===== src/rtl/tnew_pipe_tracker.sv =====
// Tracks destination register and T_new for each instruction from D through E, M and W,
// and produces D-stage forwarding selects plus stall/bubble statistics.
// Latency: D -> E one edge, E -> M one edge, M -> W one edge; FwdSel is combinational.
// Backpressure: Stall (or Flush_E) injects a bubble into E; E/M/W never hold.
// Ports:
//   clk, reset (async active-low)
//   RegWrite_D/T_new_D       : destination register and T_new of the D instruction
//   Stall, Flush_E           : either one bubbles E on the next edge
//   RegRead0_D/RegRead1_D    : D-stage read registers for forwarding lookup
//   RegWrite_EX/T_new_EX, RegWrite_Mem/T_new_Mem, RegWrite_WB : stage contents
//   FwdSel0/FwdSel1          : 0 = RF, 1 = E, 2 = M, 3 = W
//   stall_cnt/bubble_cnt     : saturating statistics counters
module tnew_pipe_tracker #(
  parameter int REG_W  = 5,
  parameter int TNEW_W = 3,
  parameter int CNT_W  = 16
) (
  input  logic              clk,
  input  logic              reset,
  input  logic [REG_W-1:0]  RegWrite_D,
  input  logic [TNEW_W-1:0] T_new_D,
  input  logic              Stall,
  input  logic              Flush_E,
  input  logic [REG_W-1:0]  RegRead0_D,
  input  logic [REG_W-1:0]  RegRead1_D,
  output logic [REG_W-1:0]  RegWrite_EX,
  output logic [TNEW_W-1:0] T_new_EX,
  output logic [REG_W-1:0]  RegWrite_Mem,
  output logic [TNEW_W-1:0] T_new_Mem,
  output logic [REG_W-1:0]  RegWrite_WB,
  output logic [1:0]        FwdSel0,
  output logic [1:0]        FwdSel1,
  output logic [CNT_W-1:0]  stall_cnt,
  output logic [CNT_W-1:0]  bubble_cnt
);

  logic              bubble;
  logic [TNEW_W-1:0] t_new_load;

  assign bubble = Stall | Flush_E;
  // An instruction that writes nothing carries T_new 0 so the W/M matches stay clean.
  assign t_new_load = (RegWrite_D == '0) ? '0 : T_new_D;

  // Saturating decrement: a result that already exists stays at 0, never wraps.
  function automatic logic [TNEW_W-1:0] dec(input logic [TNEW_W-1:0] x);
    return (x == '0) ? '0 : x - TNEW_W'(1);
  endfunction

  // Nearest ready stage wins. An E match that is not ready yet falls through to
  // older stages; the stall unit stalls that case, but the result stays deterministic.
  // W T_new is not kept: anything reaching W is treated as available.
  function automatic logic [1:0] fwd_sel(input logic [REG_W-1:0] r);
    if (r == '0)                                     return 2'd0;
    else if (r == RegWrite_EX  && T_new_EX  == '0)   return 2'd1;
    else if (r == RegWrite_Mem && T_new_Mem == '0)   return 2'd2;
    else if (r == RegWrite_WB)                       return 2'd3;
    else                                             return 2'd0;
  endfunction

  assign FwdSel0 = fwd_sel(RegRead0_D);
  assign FwdSel1 = fwd_sel(RegRead1_D);

  always_ff @(posedge clk or negedge reset) begin
    if (!reset) begin
      RegWrite_EX  <= '0;
      T_new_EX     <= '0;
      RegWrite_Mem <= '0;
      T_new_Mem    <= '0;
      RegWrite_WB  <= '0;
    end else begin
      if (bubble) begin
        RegWrite_EX <= '0;
        T_new_EX    <= '0;
      end else begin
        RegWrite_EX <= RegWrite_D;
        T_new_EX    <= t_new_load;
      end
      RegWrite_Mem <= RegWrite_EX;
      T_new_Mem    <= dec(T_new_EX);
      RegWrite_WB  <= RegWrite_Mem;
    end
  end

  // Stall and Flush_E on the same edge produce a single bubble.
  always_ff @(posedge clk or negedge reset) begin
    if (!reset) begin
      stall_cnt  <= '0;
      bubble_cnt <= '0;
    end else begin
      if (Stall && stall_cnt != {CNT_W{1'b1}})
        stall_cnt <= stall_cnt + CNT_W'(1);
      if (bubble && bubble_cnt != {CNT_W{1'b1}})
        bubble_cnt <= bubble_cnt + CNT_W'(1);
    end
  end

endmodule


===== config.mk =====
export PLATFORM = sky130hd
export DESIGN_NAME = tnew_pipe_tracker
export DESIGN_NICKNAME = d
export VERILOG_FILES = /design/src/rtl/tnew_pipe_tracker.sv
export SDC_FILE = /design/constraint.sdc
export NUM_CORES = 1
export LEC_CHECK = 0
export CAP_MARGIN = 20
export CORE_UTILIZATION = 47
export CTS_BUF_LIST = sky130_fd_sc_hd__clkbuf_16
export DETAILED_ROUTE_END_ITERATION = 8
export GPL_ROUTABILITY_DRIVEN = 1
export PLACE_DENSITY = 0.8
export REMOVE_ABC_BUFFERS = 1
export SYNTH_ARGS = -nofsm -noshare
export SYNTH_HDL_FRONTEND = slang
export SYNTH_SLANG_ARGS = --single-unit

===== constraint.sdc =====
create_clock -name clk -period 2.07 [get_ports clk]
set_input_delay 0.5175 -clock clk [delete_from_list [all_inputs] [get_ports clk]]
set_output_delay 0.5175 -clock clk [all_outputs]
set_load 0.01 [all_outputs]

==> run metrics, run 1 <==
status=complete, but fails checks; violated checks=negative setup slack; Power Density=823.8 nW/µm²; worst hold path type=input port to async pin; Distinct cells, synth=41; Post-synth ARST share=1.000; initial antenna violation count=0; Vias/cell=5.266; IO Pins=79; Syn Std Cell Area=2668 µm²; H-tree depth=2; DRC viols=0; Antenna diodes=0; Antenna Nets Post-Route=0; post-DP HPWL=4769 µm; Post-Synth Adder-Cell Area=0.01876; GR Util All Layers=0.2224; initial DRC count=96; Synthesis Warnings=0; critical-path maximum fanout=3; CORE AREA=5473 µm²; EDFF count, synth=0; VDD IR max=0.0006947 V; Avg Cell Area, Syn=11.02 µm²; largest family of logic cells by synthesized area=simple AND/OR/NAND/NOR gates; Hold Buf Count CTS=0; Rel. slew slack=0.6266; Logic pwr share=0.311; port bufs=78; first-pass GRT wire length=10410 µm; clock sink count=53; Final Cell Area=3934 µm²; Synth Area in Compound Gates=0.03752; final WL=6314 µm; startpoint types=flop; area grow syn2layout=47.47%; xor/xnor share of the synthesized area=0.1707; post-layout min period=2188 ps; internal power=2.227 mW; die area=5981 µm²; largest net degree at the start of global routing=24; via count=2275; switching pwr=1.014 mW; setup violators final=4; Max Fclk=0.4570 GHz; setup TNS=-336.9 ps; root buffer cell=clkbuf_16; Layout Cells excl Fill=432; Clock power frac=0.241; fin worst setup slack=-118.4 ps; Static Leak=1.772 nW; Routability Congestion=0.8746; worst skew pair latency=290 ps; register bit total from synthesis=53; Slew @ Worst Pin=555.8 ps; Primary FF master, synth=dfrtp_1; clock skew=3.391 ps; Fin. Hold Viols=0; CTS tree=yes; Synth Area in Simple Gates=0.2434; Critical Path End Type=primary output; RSZ-0062 raised after global routing=yes; Post-layout nets=385; post-synthesis mux area share=0.02533; WL per Instance=14.62 µm; vias in the first global route=2241; sequential power share=0.448; Sw Ratio=0.3128; # rows=27; arrival time at the worst endpoint=1670 ps; max cap viols=0; clk slew on worst S/H paths=60 ps; GR Overflow Total=0; dpl cells=420; WS Path Type=flop to primary output; Initial Utilization=0.4874; sequential fraction of the synthesis area=0.4972; Pwr Total=3.241 mW; Die H=77.34 µm; DRT Pass-1 Iters=4; fill cell count=434; Final period util=1.057; Gate Count Post-Synth=242; pins over their slew limit=0; Longest Clk Path Bufs=2; Post-Route Utilization=0.7188; Die X=77.34 µm; Placed Area=3764 µm²; CTS Buf Count=5; share of cells above drive strength 1=0.2306; Required @ worst endpoint=1550 ps
==> placed cells by master, fill, tap and decap left out, types with 3 or more instances in the layout <==
master	synthesis	routed
a21oi_2	0	3
ha_1	4	4
and4_1	3	3
and2_1	8	8
nor3b_1	3	3
nand3_1	7	7
inv_1	3	4
mux2_1	4	4
and3_1	4	4
buf_4	0	33
buf_2	0	13
xor2_1	34	34
xnor2_1	18	17
nor2_1	10	8
clkdlybuf4s50_1	0	63
dfrtp_1	53	52
nor4_2	3	4
nand2_1	22	22
nand4_1	12	12
a31oi_1	3	3
nor3_1	12	10
clkbuf_16	0	5
==> synthesized netlist by cell type, types with 3 or more instances <==
cell | instances | area, µm²
ha_1 | 4 | 50.05
mux2_1 | 4 | 45.04
inv_1 | 3 | 11.26
or4_1 | 3 | 22.52
nor3_1 | 12 | 60.06
and4_1 | 3 | 26.28
and3_1 | 4 | 25.02
nor3b_1 | 3 | 22.52
nor2_1 | 10 | 37.54
xnor2_1 | 18 | 157.7
xor2_1 | 34 | 297.8
a21oi_1 | 4 | 20.02
nor4_2 | 3 | 37.54
nand4_1 | 12 | 75.07
a31oi_1 | 3 | 18.77
and2_1 | 8 | 50.05
nand3_1 | 7 | 35.03
nand2_1 | 22 | 82.58
dfrtp_1 | 53 | 1326
==> worst max-delay path: stages, from the launching register on <==
cell and delay [ps]:
dfrtp_1 420, xor2_1 190, nor4_2 350, nand3_1 140, a21oi_2 140, buf_2 140
==> registers in the layout, indices dropped and copies added, names as in the netlist <==
register	flops
bubble_cnt	16
RegWrite_WB	5
RegWrite_Mem	5
T_new_EX	3
RegWrite_EX	5
T_new_Mem	3
stall_cnt	16
==> repair_timing <==
action                     CTS  global route
resized for setup           64             4
cloned                       0             0
setup endpoints to repair    4             4
pin swaps                   17             8
setup buffers                2             2
==> routing by layer <==
metal / up-vias / track usage / part of all wire
met5: - / 0 / 0
met3: 7 / 0.05529 / 0.059
met2: 70 / 0.3823 / 0.51
li1: 1089 / - / -
met4: 0 / 0.06415 / 0.012
met1: 1109 / 0.2765 / 0.42
==> path summary, 6_finish.rpt <==
check,from,end,slack [ps],depth (start not counted)
min in group clk,stall_cnt[11],stall_cnt[11],520,1
max in group asynchronous,reset,RegWrite_EX[4],1330,2
max reg2reg,bubble_cnt[12],bubble_cnt[1],320,4
min,reset,stall_cnt[5],180,1
min reg2reg,stall_cnt[11],stall_cnt[11],520,1
max,RegWrite_EX[2],FwdSel1[0],-120,5
==> power groups by stage <==
stage               sequential, mW  combinational [mW]  clock (mW)
detailed placement            1.47                1.01           0
global route                  1.48                1.09       0.847
finish                        1.45                1.01       0.782
CTS                           1.45                1.01       0.794
global placement              1.46               0.983           0
floorplan                     1.51               0.370           0
==> cell type report <==
type / count / area, µm² / area share
clock inverter: 3 / 13.76 / 0.003499
clock buffer: 5 / 125.1 / 0.03181
tap: 72 / 90.09 / 0.02290
inverter: 3 / 11.26 / 0.002863
sequential: 53 / 1328 / 0.3375
multi-input combinational: 184 / 1380 / 0.3508
timing repair buffer: 112 / 985.9 / 0.2506
==> cell families (layout without fill, tap and decap cells) <==
| family | Yosys count | count (layout) |
|---|---|---|
| simple gates | 108 | 108 |
| flops | 53 | 53 |
| xor+xnor | 52 | 52 |
| compound gates | 14 | 14 |
| mux | 6 | 6 |
| buf+inv | 5 | 123 |
| fa+ha+maj | 4 | 4 |
==> per-stage QoR <==
step,hold slack (ps),setup slack (ps)
6_report,182.5,-118.4
5_1_grt,221.0,-227.2
4_1_cts,197.5,-127.8
3_5_place_dp,507.3,-942.8
3_3_place_gp,501.1,-788.2
2_1_floorplan,221.9,211.3
No activity file was read; power rests on OpenSTA's default activity.
==> run 2, diff against run 1 <==
--- a/config.mk
+++ b/config.mk
@@ -12,6 +12,7 @@
 export GPL_ROUTABILITY_DRIVEN = 1
 export PLACE_DENSITY = 0.8
 export REMOVE_ABC_BUFFERS = 1
+export SKIP_CTS_REPAIR_TIMING = 1
 export SYNTH_ARGS = -nofsm -noshare
 export SYNTH_HDL_FRONTEND = slang
 export SYNTH_SLANG_ARGS = --single-unit
==> run metrics, run 2 (same netlist as run 1, synthesis figures left out) <==
Antenna Nets Post-Route=0; largest net degree at the start of global routing=24; die area=5981 µm²; Required @ worst endpoint=1550 ps; Post-layout nets=384; Initial Utilization=0.4874; initial antenna violation count=0; startpoint types=flop; Power Density=818.8 nW/µm²; most common cell after layout, fill and taps aside=clkdlybuf4s50_1; critical-path cell list=xor2_2, nor4_2, buf_4, nand3_2, a21oi_2, buf_2; Layout Cells excl Fill=431; CTS tree=yes; first-pass GRT wire length=10170 µm; Rel. slew slack=0.6277; WHS=181.4 ps; worst hold path type=input port to async pin; clock sink count=53; CP peak stage delay=440 ps; dpl cells=420; CTS Buf Count=5; GR Overflow Total=0; WL per Instance=14.67 µm; arrival time at the worst endpoint=1800 ps; violated checks=negative setup slack; clk slew on worst S/H paths=60 ps; Critical Path End Type=primary output; H-tree depth=2; RSZ-0062 raised after global routing=yes; vias in the first global route=2205; fin worst setup slack=-251.8 ps; IO Pins=79; port bufs=78; Fin. Hold Viols=0; dpl ws=-942.8 ps; setup violators final=4; initial DRC count=114; RR Startpoint=bubble_cnt[12]; Routability Congestion=0.8746; DRC viols=0; Die X=77.34 µm; pins over their slew limit=0; # rows=27; worst skew pair latency=290 ps; Slew @ Worst Pin=554.1 ps; Antenna diodes=0; VDD IR max=0.0006950 V; final WL=6324 µm; area grow syn2layout=48.36%; clock skew=3.011 ps; WS Path Type=flop to primary output; most frequent cells in the layout=63 x clkdlybuf4s50_1, 51 x dfrtp_1, 33 x xor2_1; Static Leak=1.823 nW; critical-path maximum fanout=4; Vias/cell=5.271; CORE AREA=5473 µm²; critical path launch point=RegWrite_EX[1]; share of cells above drive strength 1=0.2061; fill cell count=427; DRT Pass-1 Iters=4; Crit-path slowest cell=dfrtp_2; setup TNS=-560.4 ps; root buffer cell=clkbuf_16; max cap viols=0; Longest Clk Path Bufs=2; status=complete, but fails checks; Die H=77.34 µm; GR Util All Layers=0.2163; via count=2272; post-layout min period=2322 ps; post-DP HPWL=4769 µm; biggest regs=bubble_cnt: 16 flops, stall_cnt: 16 flops; Final period util=1.122; Max Fclk=0.4307 GHz
==> run 2: per-layer routing <==
layer / wire, µm / up-vias / global-route usage
li1: - / 1088 / -
met1: 2670 / 1119 / 0.2750
met2: 3272 / 60 / 0.3708
met3: 324 / 5 / 0.05176
met4: 55 / 0 / 0.05283
met5: 0 / - / 0
==> run 2: critical path, delay by kind of cell (launching register included) <==
kind / cells / cell delay (ps)
XOR/XNOR: 1 / 160
AO/OA/AOI/OAI: 1 / 160
AND/OR/NAND/NOR: 2 / 430
flip-flops: 1 / 440
buffers and inverters: 2 / 330
==> run 2: worst paths after layout <==
kind                                       end  cells after the start  slack (ps)
worst min-delay path              stall_cnt[5]                      1         180
max in group asynchronous       RegWrite_EX[4]                      2        1340
worst max register to register   bubble_cnt[1]                      4         320
worst min register to register   stall_cnt[11]                      1         520
worst max-delay path                FwdSel1[0]                      6        -250
min in group clk                 stall_cnt[11]                      1         520
==> run 2: final cells by class <==
cell class	instances	area, µm²	share of cell area
Clock buffer	5	125.1	0.03162
Clock inverter	3	13.76	0.003478
Inverter	3	11.26	0.002845
Multi-Input combinational cell	184	1370	0.3462
Sequential cell	53	1329	0.3358
Tap cell	72	90.09	0.02276
Timing Repair Buffer	111	1018	0.2574
==> run 2: stage by stage <==
step,power [mW],instance area (µm²),util
after CTS,3.261,3902,0.7131
after global routing,3.415,3958,0.7231
after global placement,2.446,3764,0.6877
after floorplan,1.879,2660,-
after detailed placement,2.474,3764,0.6877
final,3.240,3958,0.7231
==> run 2: power breakdown <==
| group | switching, mW | leakage, nW | total (mW) | internal [mW] |
|---|---|---|---|---|
| logic | 0.433 | 1.06 | 1.01 | 0.575 |
| registers | 0.237 | 0.688 | 1.45 | 1.21 |
| clock network | 0.342 | 0.0748 | 0.781 | 0.439 |
| total | 1.01 | 1.82 | 3.24 | 2.23 |
==> run 3, diff against run 2 <==
--- a/config.mk
+++ b/config.mk
@@ -6,6 +6,7 @@
 export NUM_CORES = 1
 export LEC_CHECK = 0
 export CAP_MARGIN = 20
+export CORE_MARGIN = 1.5
 export CORE_UTILIZATION = 47
 export CTS_BUF_LIST = sky130_fd_sc_hd__clkbuf_16
 export DETAILED_ROUTE_END_ITERATION = 8
==> run metrics, run 3 (same netlist as run 1, synthesis figures left out) <==
Pwr Total=3.376 mW; port bufs=78; clock skew=4.401 ps; Sw Ratio=0.3051; Logic pwr share=0.301; Antenna Nets Post-Route=0; initial DRC count=101; WS Path Type=input port to primary output; post-layout min period=2183 ps; die area=6136 µm²; Rel. slew slack=0.6096; violated checks=negative setup slack; H-tree depth=2; WHS=200.1 ps; pins over their slew limit=0; initial antenna violation count=0; Routability Congestion=0.8833; Final period util=1.055; Longest Clk Path Bufs=2; most frequent cells in the layout=63 x clkdlybuf4s50_1, 52 x dfrtp_1, 34 x xor2_1; CTS tree=yes; Power Density=855.4 nW/µm²; post-DP HPWL=4730 µm; Crit-path slowest cell=or4_4; critical-path maximum fanout=4; fill cell count=414; share of cells above drive strength 1=0.1977; internal power=2.346 mW; clk slew on worst S/H paths=70 ps; Reg area=1328 µm²; Slew @ Worst Pin=581.1 ps; RSZ-0062 raised after global routing=yes; # rows=27; IO Pins=79; biggest regs=bubble_cnt: 16 flops, stall_cnt: 16 flops; Post-layout nets=380; CP peak stage delay=550 ps; GR Overflow Total=0; Critical Path End Type=primary output; WL per Instance=14.74 µm; Fin. Hold Viols=0; root buffer cell=clkbuf_16; first-pass GRT wire length=10150 µm; worst r2r path cells=4; Static Leak=1.810 nW; sequential power share=0.428; DRT Pass-1 Iters=5; clock sink count=53; setup violators final=4; Vias/cell=5.169; Post-Route Utilization=0.7167; CTS Buf Count=5; switching pwr=1.030 mW; worst hold path type=input port to async pin; worst skew pair latency=290 ps; Clock power frac=0.271; multi-input combinational cell area=1369 µm²; RR Startpoint=bubble_cnt[12]; Initial Utilization=0.4844; Required @ worst endpoint=1550 ps; area grow syn2layout=47.94%; most common cell after layout, fill and taps aside=clkdlybuf4s50_1; VDD IR max=0.0007694 V; vias in the first global route=2133; CORE AREA=5507 µm²; startpoint types=input port; Die H=78.34 µm; largest net degree at the start of global routing=32; FF-to-FF End=bubble_cnt[1]; final WL=6281 µm; critical-path cell list=dlymetal6s2s_1, or4_4, nor2_4, a31o_2, a21oi_1, buf_2; arrival time at the worst endpoint=1670 ps; status=complete, but fails checks; via count=2202; Max Fclk=0.4580 GHz; max cap viols=0; GR Util All Layers=0.2121; Antenna diodes=0; DRC viols=0; dpl ws=-877.9 ps; fin worst setup slack=-113.2 ps; Die X=78.34 µm; flop2flop setup slack=340 ps
==> run 3: power by group through the flow <==
stage / logic, mW / clock network (mW) / registers [mW]
global placement: 0.984 / 0 / 1.45
floorplan: 0.370 / 0 / 1.51
global route: 1.09 / 0.974 / 1.47
detailed placement: 1.02 / 0 / 1.46
CTS: 1.02 / 0.927 / 1.44
finish: 1.02 / 0.914 / 1.45
==> run 3: final cells by class <==
type,instances,share of cell area
multi-input combinational,184,0.3469
clock inverter,2,0.008878
sequential,53,0.3364
clock buffer,5,0.03171
inverter,3,0.002854
timing repair buffer,107,0.2505
tap,72,0.02283
==> run 3: per-stage QoR <==
stage                     area [µm²]  TNS [ps]  instances
after floorplan                 2660         0        240
after global placement          3734     -3690        416
after detailed placement        3734     -4140        416
after CTS                       3894     -3365        423
after global routing            3946    -616.8        426
final                           3946    -265.0        426
==> run 3: worst max-delay path by stage <==
stage                     slack (ps)          to           start  cells past startpoint
after CTS                       -890  FwdSel1[0]   RegRead1_D[2]                      6
after global routing            -210  FwdSel1[0]  RegWrite_EX[2]                      5
after detailed placement        -880  FwdSel1[0]   RegRead1_D[2]                      6
after floorplan                  210  FwdSel0[1]   RegRead0_D[1]                      3
final                           -110  FwdSel1[1]   RegRead1_D[2]                      6
after global placement          -820  FwdSel0[1]   RegRead0_D[1]                      5
==> run 3: metal layers <==
metal / up-vias / share of wire / GRT usage
met5: - / 0 / 0
met4: 0 / 0.0097 / 0.06429
met3: 6 / 0.070 / 0.05000
met2: 72 / 0.50 / 0.3539
met1: 1045 / 0.42 / 0.2746
li1: 1079 / - / -
==> run 3: critical path, delay by kind of cell <==
kind | cells | cell delay (ps)
compound gates | 2 | 150
buf+inv | 2 | 310
simple gates | 2 | 680
